$ cat src/rtl/cnt_pkg.sv
// rtl/cnt_pkg.sv - shared types, constants and configuration check for sync_updn_counter
package cnt_pkg;

    typedef enum logic {CNT_DOWN = 1'b0, CNT_UP = 1'b1} cnt_dir_t;

    localparam int CNT_MAX_WIDTH = 16;

    // Width must hold every count 0..modulus-1 without exceeding the supported range.
    function automatic bit cnt_cfg_ok(input int width, input longint modulus);
        return (width >= 2) && (width <= CNT_MAX_WIDTH) &&
               (modulus >= 2) && (modulus <= (longint'(1) << width)) &&
               ($clog2(modulus) <= width);
    endfunction

endpackage

$ cat src/rtl/tff_cell.sv
// rtl/tff_cell.sv - single T flip-flop with asynchronous active-low reset
module tff_cell (
    input  logic clk,
    input  logic reset,
    input  logic t,
    output logic q
);

    always_ff @(posedge clk or negedge reset) begin
        if (!reset) begin
            q <= 1'b0;
        end else if (t) begin
            q <= ~q;
        end
    end

endmodule

$ cat src/rtl/sync_updn_counter.sv
// rtl/sync_updn_counter.sv - modulo-N up/down counter on a T-flop array; SYNC_UPDN_SATURATE_EN selects saturation
module sync_updn_counter
    import cnt_pkg::*;
#(
    parameter int          WIDTH   = 4,
    parameter int unsigned MODULUS = 2**WIDTH
) (
    input  logic             clk,
    input  logic             reset,
    input  logic             en,
    input  logic             up_dn,
    input  logic             load,
    input  logic [WIDTH-1:0] load_val,
    output logic [WIDTH-1:0] q,
    output logic             tc,
    output logic             wrap
);

    localparam logic [WIDTH-1:0] Q_MAX = WIDTH'(MODULUS - 1);

    if (!cnt_cfg_ok(WIDTH, longint'(MODULUS))) begin : g_bad_cfg
        $error("sync_updn_counter: unsupported WIDTH/MODULUS combination");
    end

    cnt_dir_t         dir;
    logic [WIDTH-1:0] q_nxt;
    logic [WIDTH-1:0] toggle;
`ifndef SYNC_UPDN_SATURATE_EN
    logic             wrap_nxt;
`endif

    assign dir = cnt_dir_t'(up_dn);

    always_comb begin
        q_nxt = q;
`ifndef SYNC_UPDN_SATURATE_EN
        wrap_nxt = 1'b0;
`endif
        if (load) begin
            q_nxt = (32'(load_val) >= MODULUS) ? Q_MAX : load_val;
        end else if (en) begin
            if (dir == CNT_UP) begin
                if (q == Q_MAX) begin
`ifdef SYNC_UPDN_SATURATE_EN
                    q_nxt = Q_MAX;
`else
                    q_nxt    = '0;
                    wrap_nxt = 1'b1;
`endif
                end else begin
                    q_nxt = q + 1'b1;
                end
            end else begin
                if (q == '0) begin
`ifdef SYNC_UPDN_SATURATE_EN
                    q_nxt = '0;
`else
                    q_nxt    = Q_MAX;
                    wrap_nxt = 1'b1;
`endif
                end else begin
                    q_nxt = q - 1'b1;
                end
            end
        end
    end

    // Each bit flips exactly where the next state differs, keeping a pure T-flop array
    // even when MODULUS is not a power of two.
    assign toggle = q_nxt ^ q;

    for (genvar i = 0; i < WIDTH; i++) begin : g_bit
        tff_cell u_tff (
            .clk   (clk),
            .reset (reset),
            .t     (toggle[i]),
            .q     (q[i])
        );
    end

    assign tc = en & ~load & ((up_dn & (q == Q_MAX)) | (~up_dn & (q == '0)));

`ifdef SYNC_UPDN_SATURATE_EN
    assign wrap = 1'b0;
`else
    always_ff @(posedge clk or negedge reset) begin
        if (!reset) begin
            wrap <= 1'b0;
        end else begin
            wrap <= wrap_nxt;
        end
    end
`endif

endmodule

$ cat config.mk
export PLATFORM = sky130hd
export DESIGN_NAME = sync_updn_counter
export DESIGN_NICKNAME = d
export VERILOG_FILES = /design/src/rtl/cnt_pkg.sv /design/src/rtl/tff_cell.sv /design/src/rtl/sync_updn_counter.sv
export SDC_FILE = /design/constraint.sdc
export NUM_CORES = 1
export LEC_CHECK = 0
export CAP_MARGIN = 20
export CORE_MARGIN = 10
export CORE_UTILIZATION = 31
export CTS_BUF_LIST = sky130_fd_sc_hd__clkbuf_8
export CTS_CLUSTER_DIAMETER = 30
export DETAILED_ROUTE_END_ITERATION = 8
export GPL_TIMING_DRIVEN = 0
export SYNTH_ARGS = -nofsm -noshare
export SYNTH_HDL_FRONTEND = slang
export SYNTH_HIERARCHICAL = 1
export SYNTH_SLANG_ARGS = --single-unit
$ cat constraint.sdc
create_clock -name clk -period 2 [get_ports clk]
set_input_delay 0.5 -clock clk [delete_from_list [all_inputs] [get_ports clk]]
set_output_delay 0.5 -clock clk [all_outputs]
set_load 0.02 [all_outputs]
Yosys cells after proc, flatten, opt, wreduce, memory -nomap -nowiden:

Cells that the tools add are included.

* input port bits: 9
* logic and storage cells: 31
* flip-flop bits (word level): 5

* bitwise logic cells: 12
* add/sub/neg operators: 2
* multiplexer cells: 10
* reductions and logical operators: 1
* eq/ne operators: 1

Operator list (count)
* $mux W4: 5
* $not A1 Y1: 6
* $mux W1: 5
* $add A4 B1 Y4 const B: 1
* $and A1 B1 Y1: 4
* $eq A4 B4 Y1 const B: 1
* $logic_not A4 Y1: 1
* $sub A4 B1 Y4 const B: 1
* $xor A4 B4 Y4: 1
* $or A1 B1 Y1: 1

Logic depth before layout (Yosys ltp):

Gate-level depths: netlist (run 1).

* word-level depth: 6
* gate-level depth with buffers: 9
* gate-level depth less buffers: 8

Hierarchy:

The synthesis (run 1) kept the hierarchy.

Modules (own cells, without submodules)
* sync_updn_counter: sequential area each 25.0 µm², area an instance 270.3 µm², instances 1, cells an instance 39
* tff_cell: sequential area each 25.0 µm², area an instance 33.8 µm², instances 4, cells an instance 2

Worst setup path before layout (run 1):

OpenSTA, ideal clock, no wires.

* kind: flip-flop to flip-flop
* from: register g_bit[1].u_tff.q
* to: register g_bit[3].u_tff.q
* arrival: 1.820 ns
* required time: 1.919 ns
* buffers on the path: 1
* stages on the path, launching flop included: 10
* slack: 0.099 ns
* cells stage by stage: dfrtp_1 buf_2 inv_2 ha_1 o21bai_1 a21oi_1 a311o_1 a21o_1 a21oi_1 xor2_1

* cells in the longest elaborated chain, start to end: 6

RTL lines
* from (decl): line tff_cell.sv:6 `output logic q`
* from (signal assigned): line tff_cell.sv:13 `q <= ~q;`
* $sub A4 B1 Y4, or another cell as far along: line sync_updn_counter.sv:62 `q_nxt = q - 1'b1;`
* $mux W4, on equally long branches: line sync_updn_counter.sv:54, sync_updn_counter.sv:43
* $mux W4 *: line sync_updn_counter.sv:42 `if (dir == CNT_UP) begin`
* $mux W4 *: line sync_updn_counter.sv:41 `end else if (en) begin`
* $mux W4 *: line sync_updn_counter.sv:39 `if (load) begin`
* $xor A4 B4 Y4 *: line sync_updn_counter.sv:70 `assign toggle = q_nxt ^ q;`
* via toggle[3]: line sync_updn_counter.sv:27 `logic [WIDTH-1:0] toggle;`
* to (signal assigned): line tff_cell.sv:13
* to (decl): line tff_cell.sv:6

Mark *: on every way through the listed nets, which the timed path passes. The rest lies on a longest branch.
A chain may end at the register's enable or synchronous reset.

Final worst setup path (run 1):

* from: register g_bit[3].u_tff.q
* to: output port q[3]

RTL lines
* to (decl): line sync_updn_counter.sv:14 `output logic [WIDTH-1:0] q,`

No word-level cell between the ends.

==> results of run 1 <==
==> routing by layer <==
metal	GRT usage, %	up-vias	routed length, um
li1	-	206	-
met1	7.60	189	481
met2	10.2	16	503
met3	3.64	2	83
met4	4.10	0	21
met5	0	-	0
==> report_power, final <==
part	internal [mW]	switching [mW]	total (mW)
Combinational	0.306	0.293	0.599
Sequential	0.151	0.0804	0.232
Clock	0.131	0.0483	0.180
Total	0.588	0.422	1.01
==> cell type report <==
cell class,instances,area share (%)
Buffer,1,1.19
Clock buffer,3,6.53
Clock inverter,1,0.594
Inverter,5,2.97
Multi-Input combinational cell,36,43.4
Sequential cell,5,20.0
Tap cell,14,2.77
Timing Repair Buffer,15,22.6
==> cell usage after synthesis, drive strengths merged <==
library cell and number:
a21bo 1, a21o 1, a21oi 6, a221oi 2, a311o 1, a31oi 1
buf 1, dfrtp 5, ha 2, inv 5, mux2i 1, nand2 1
nand3 1, nand4 1, nor2 3, nor2b 1, o21ai 2, o21bai 1
o22ai 2, or4 1, xnor2 4, xor2 4
==> cell families (layout without fill, tap and decap cells) <==
kind of cell / Yosys count / in the layout / synth area share, %
AOI/OAI and AO/OA: 17 / 17 / 27.5
xor gates and xnor gates: 8 / 8 / 17.3
adders and majority gates: 2 / 2 / 6.17
buffers and inverters: 6 / 25 / 5.86
DFF: 5 / 5 / 30.9
muxes: 1 / 1 / 2.47
and+or+nand+nor: 8 / 8 / 9.88
==> worst max-delay path by stage <==
stage	start	to	slack [ns]	cells after the start
after global placement	up_dn	tc	-0.61	4
after global routing	g_bit[1].u_tff/q$_DFFE_PN0P_	tc	0.002	6
after CTS	g_bit[0].u_tff/q$_DFFE_PN0P_	tc	0.04	5
after floorplan	g_bit[1].u_tff/q$_DFFE_PN0P_	g_bit[3].u_tff/q$_DFFE_PN0P_	0.1	9
final	g_bit[3].u_tff/q$_DFFE_PN0P_	q[3]	0.09	1
after detailed placement	up_dn	tc	-0.60	5
==> sequential cells by signal, indices dropped and copies added, names as in the netlist <==
register,flops
wrap,1
g_bit.u_tff/q,4
==> timing repair <==
| action | 4_1_cts | 5_1_grt |
|---|---|---|
| gates resized for setup | 9 | 5 |
| endpoints found under the hold margin | 0 | 0 |
| endpoints found under the setup margin | 1 | 2 |
| setup buffers | 1 | 0 |
| pin swaps | 0 | 1 |
==> through the flow <==
step | setup TNS (ns) | area [um2] | hold WS [ns] | setup slack (ns)
final | 0 | 632 | 0.509 | 0.0909
after global routing | 0 | 632 | 0.532 | 0.00216
after CTS | 0 | 613 | 0.518 | 0.0442
after detailed placement | -0.598 | 563 | 0.523 | -0.598
after global placement | -0.610 | 563 | 0.523 | -0.610
after floorplan | 0 | 405 | 0.204 | 0.0992
==> results.yml, run 1 <==
outcome:
  status: "finished, final reports clean"
sta:
  report.final.hold_viol_count: 0
  layout_min_cycle_time_ns: 1.91
  finalCritPeriodShare_pct: 95.5
  final-setup-viol-count: 0
  maxSlewViolCount: 0
  worst_clock_skew_ns: 0.00200
  timing.fmax_mhz: 524
  maxSlewHeadroom_pct: 79.1
  tightestPinTransition_ns: 0.313
  rsz0062_at_grt: "false"
placement:
  gp_congestion: 0.823
  io_buffers: 14
  dp_cells: 75
  hpwl_um: 847
grt:
  grt_max_degree: 11
  grt_pass1_vias: 414
  grt_usage_pct: 6.92
  grt_pass1_wl_um: 1810
  antenna_found_initial: 0
  gr-total-overflow: 0
power:
  total_leakage_power_nw: 0.266
  vdd_ir_drop_max_v: 0.000627
  powerDensity_nw_per_um2: 1600
  power_mw: 1.01
synth:
  netlist_area_um2: 405
  ys_seq_area_share_pct: 30.9
  synth_warnings: 6
  yosys-top-cells-area: "dfrtp_1 31%, xnor2_1 8.6%, xor2_1 8.6%, a21oi_1 7.4%, ha_1 6.2%"
  synthCells: 47
  netlist.top_cell.by_area: "dfrtp_1"
  avgSynthCellArea_um2: 8.63
  synth_top_area_share_pct: 30.9
  ys_types: 24
  syn_nets: 58
  ys_ff_latch: 5
clocking:
  cts_sinks: 5
  clk_pin_slew_ns: 0.04
  worstSkewPairLatency_ns: 0.22
  cts_hold_buf: 0
  cts_made_buffers: 3
  cts_root_buffer: "clkbuf_8"
  cts_tree: "yes"
  h-tree-depth: 1
  clockBufferDepth: 2
drt:
  drtIter0Drc: 9
  vias: 413
  routed_wl_um: 1090
  detail_route.first_pass.iterations: 4
  ant_nets: 0
  drc_errors: 0
  viasPerCell: 5.16
  wl_per_cell_um: 13.6
hold_path:
  hp-class: "in2async"
setup_path:
  worstPathRequired_ns: 1.50
  r2r-start: "g_bit[1].u_tff/q$_DFFE_PN0P_"
  crit_family: "buffers and inverters"
  path_class: "reg2out"
  timing.reg2reg.setup_slack_ns: 0.14
  reg2reg_to: "g_bit[3].u_tff/q$_DFFE_PN0P_"
  max_stage_delay_ns: 0.68
  crit_buf_inv: 1
  worstRegToRegCells: 9
  cp_slowest_cell: "clkdlybuf4s50_1"
  cp_cell_sequence: "clkdlybuf4s50_1"
  arrival_ns: 1.41
  endpoint_kind: "primary output"
  crit_path_start_kind: "flip-flop"
  cp_max_fo: 10
floorplanning:
  start_util_pct: 34.6
  die_y_um: 56.2
  fp-row-count: 12
  die_area_um2: 3150
  coreArea_um2: 1170
  die_width_um: 56.2
  ios: 15
finish:
  final_common_cell: "clkdlybuf4s50_1"
  layout.nets: 78
  syn_to_final_growth_pct: 55.9
  multi_input_area_um2: 274
  num_antenna_cells: 0
  fillers: 115
  final_cell_mix: "11 x clkdlybuf4s50_1, 5 x a21oi_1"
  postLayoutCoreUtil_pct: 54.0
  final_cells: 80
  drive_gt1_share_pct: 22.7
  ff_latch_area_um2: 126
flow_run:
  cap_violations: 0
Note: power is estimated with default switching activity, not from simulation.
==> run 2, diff against run 1 <==
- HOLD_SLACK_MARGIN: default -> 0.08
- SLEW_MARGIN: default -> 20
==> results of run 2 <==
No change in the layout: final DEF, timing and power equal those of run 1.
==> run 3, diff against run 2 <==
- CORE_MARGIN: 10 -> default
==> run 3 against run 2 <==
Sequential share of layout area grew 0.080 points. Clock-buffer cell count is the same. Die area shrank 54%. First-iteration DRC count is the same. Critical path depth is the same. Critical path type unchanged. Critical endpoint unchanged.
==> results.yml, run 3 (synthesized netlist as in run 1, its figures left out) <==
setup_path:
  cp_slowest_cell: "clkdlybuf4s50_1"
  critPathLaunch: "g_bit[3].u_tff/q$_DFFE_PN0P_"
  worstRegToRegCells: 9
  cp_num_cells: 1
  max_stage_delay_ns: 0.67
  crit_path_start_kind: "flip-flop"
  arrival_ns: 1.40
  endpoint_kind: "primary output"
  cp_cell_sequence: "clkdlybuf4s50_1"
  r2r-start: "g_bit[1].u_tff/q$_DFFE_PN0P_"
  crit_family: "buffers and inverters"
  worstPathRequired_ns: 1.50
  path_class: "reg2out"
  timing.reg2reg.setup_slack_ns: 0.15
  crit_buf_inv: 1
  cp_max_fo: 10
hold_path:
  hp-class: "in2async"
sta:
  tightestPinTransition_ns: 0.305
  finalCritPeriodShare_pct: 95.0
  report.final.hold_viol_count: 0
  rsz0062_at_grt: "true"
  maxSlewViolCount: 0
  final-setup-viol-count: 0
  worst_clock_skew_ns: 0.00469
  maxSlewHeadroom_pct: 79.7
  timing.fmax_mhz: 527
  layout_min_cycle_time_ns: 1.90
power:
  vdd_ir_drop_max_v: 0.000677
  power_mw: 1.00
  powerDensity_nw_per_um2: 1600
  total_leakage_power_nw: 0.266
floorplanning:
  die_area_um2: 1460
  die_y_um: 38.2
  fp-row-count: 12
  coreArea_um2: 1160
  ios: 15
  die_width_um: 38.2
  start_util_pct: 35.1
drt:
  detail_route.first_pass.iterations: 4
  drtIter0Drc: 9
  wl_per_cell_um: 11.8
  vias: 407
  viasPerCell: 5.09
  routed_wl_um: 945
  ant_nets: 0
  drc_errors: 0
clocking:
  clockBufferDepth: 2
  worstSkewPairLatency_ns: 0.22
  cts_tree: "yes"
  cts_made_buffers: 3
  clk_pin_slew_ns: 0.04
  h-tree-depth: 1
  cts_sinks: 5
  cts_root_buffer: "clkbuf_8"
finish:
  drive_gt1_share_pct: 22.7
  layout.nets: 78
  final_common_cell: "clkdlybuf4s50_1"
  regMostFlops: "g_bit.u_tff/q"
  final_cells: 80
  top_regs: "g_bit.u_tff/q (4), wrap (1)"
  syn_to_final_growth_pct: 55.2
  num_antenna_cells: 0
  largest_reg_flops: 4
grt:
  grt_usage_pct: 13.7
  antenna_found_initial: 0
  gr-total-overflow: 0
  grt_pass1_vias: 338
  grt_max_degree: 11
  grt_pass1_wl_um: 1390
outcome:
  status: "finished, final reports clean"
flow_run:
  cap_violations: 0
placement:
  io_buffers: 14
  gp_congestion: 0.816
  dp_cells: 75
  hpwl_um: 714
run 3: cell counts in the layout (fill, tap and decap cells not counted):
No cell type changed its count.
run 3: worst paths after layout:
path                                           endpoint
hold reg to reg            g_bit[0].u_tff/q$_DFFE_PN0P_
min in group clk           g_bit[0].u_tff/q$_DFFE_PN0P_
max in group asynchronous  g_bit[0].u_tff/q$_DFFE_PN0P_
setup / recovery                                   q[3]
setup reg to reg           g_bit[3].u_tff/q$_DFFE_PN0P_
hold / removal             g_bit[3].u_tff/q$_DFFE_PN0P_
run 3: metal layers:
| layer | up-vias | wire length [um] | part of all wire [%] | GRT usage, % |
|---|---|---|---|---|
| li1 | 210 | - | - | - |
| met1 | 180 | 447 | 47 | 17.9 |
| met2 | 17 | 438 | 46 | 20.8 |
| met3 | 0 | 59 | 6.2 | 4.07 |
| met4 | 0 | 0 | 0 | 5.36 |
| met5 | - | 0 | 0 | 0 |
run 3: through the flow:
stage	utilization, %	worst slack (ns)	hold WS [ns]	TNS, ns	area (um2)
final	54.4	0.101	0.507	0	629
after floorplan	-	0.0992	0.204	0	405
after global placement	48.7	-0.600	0.523	-0.600	563
after detailed placement	48.7	-0.585	0.521	-0.585	563
after global routing	54.4	-0.00490	0.525	-0.00490	629
after CTS	52.2	0.00332	0.524	0	603
run 3: power breakdown:
| group | leakage (nW) | switching (mW) | internal, mW |
|---|---|---|---|
| Sequential | 0.0596 | 0.0838 | 0.151 |
| Combinational | 0.179 | 0.283 | 0.302 |
| Clock | 0.0269 | 0.0529 | 0.132 |
| Total | 0.266 | 0.419 | 0.585 |
run 3: layout make-up:
type	count	area [um2]
timing repair buffer	15	143
sequential	5	126
multi-input combinational	36	272
clock inverter	1	3.75
clock buffer	3	41.3
tap	14	17.5
fill	114	527
inverter	5	18.8
buffer	1	7.51
run 3: what timing repair did:
item / 4_1_cts / 5_1_grt
pin swaps: 1 / 1
hold buffers: 0 / 0
resized for setup: 8 / 7
setup buffers: 0 / 1
hold endpoints to repair: 0 / 0
setup endpoints to repair: 1 / 2
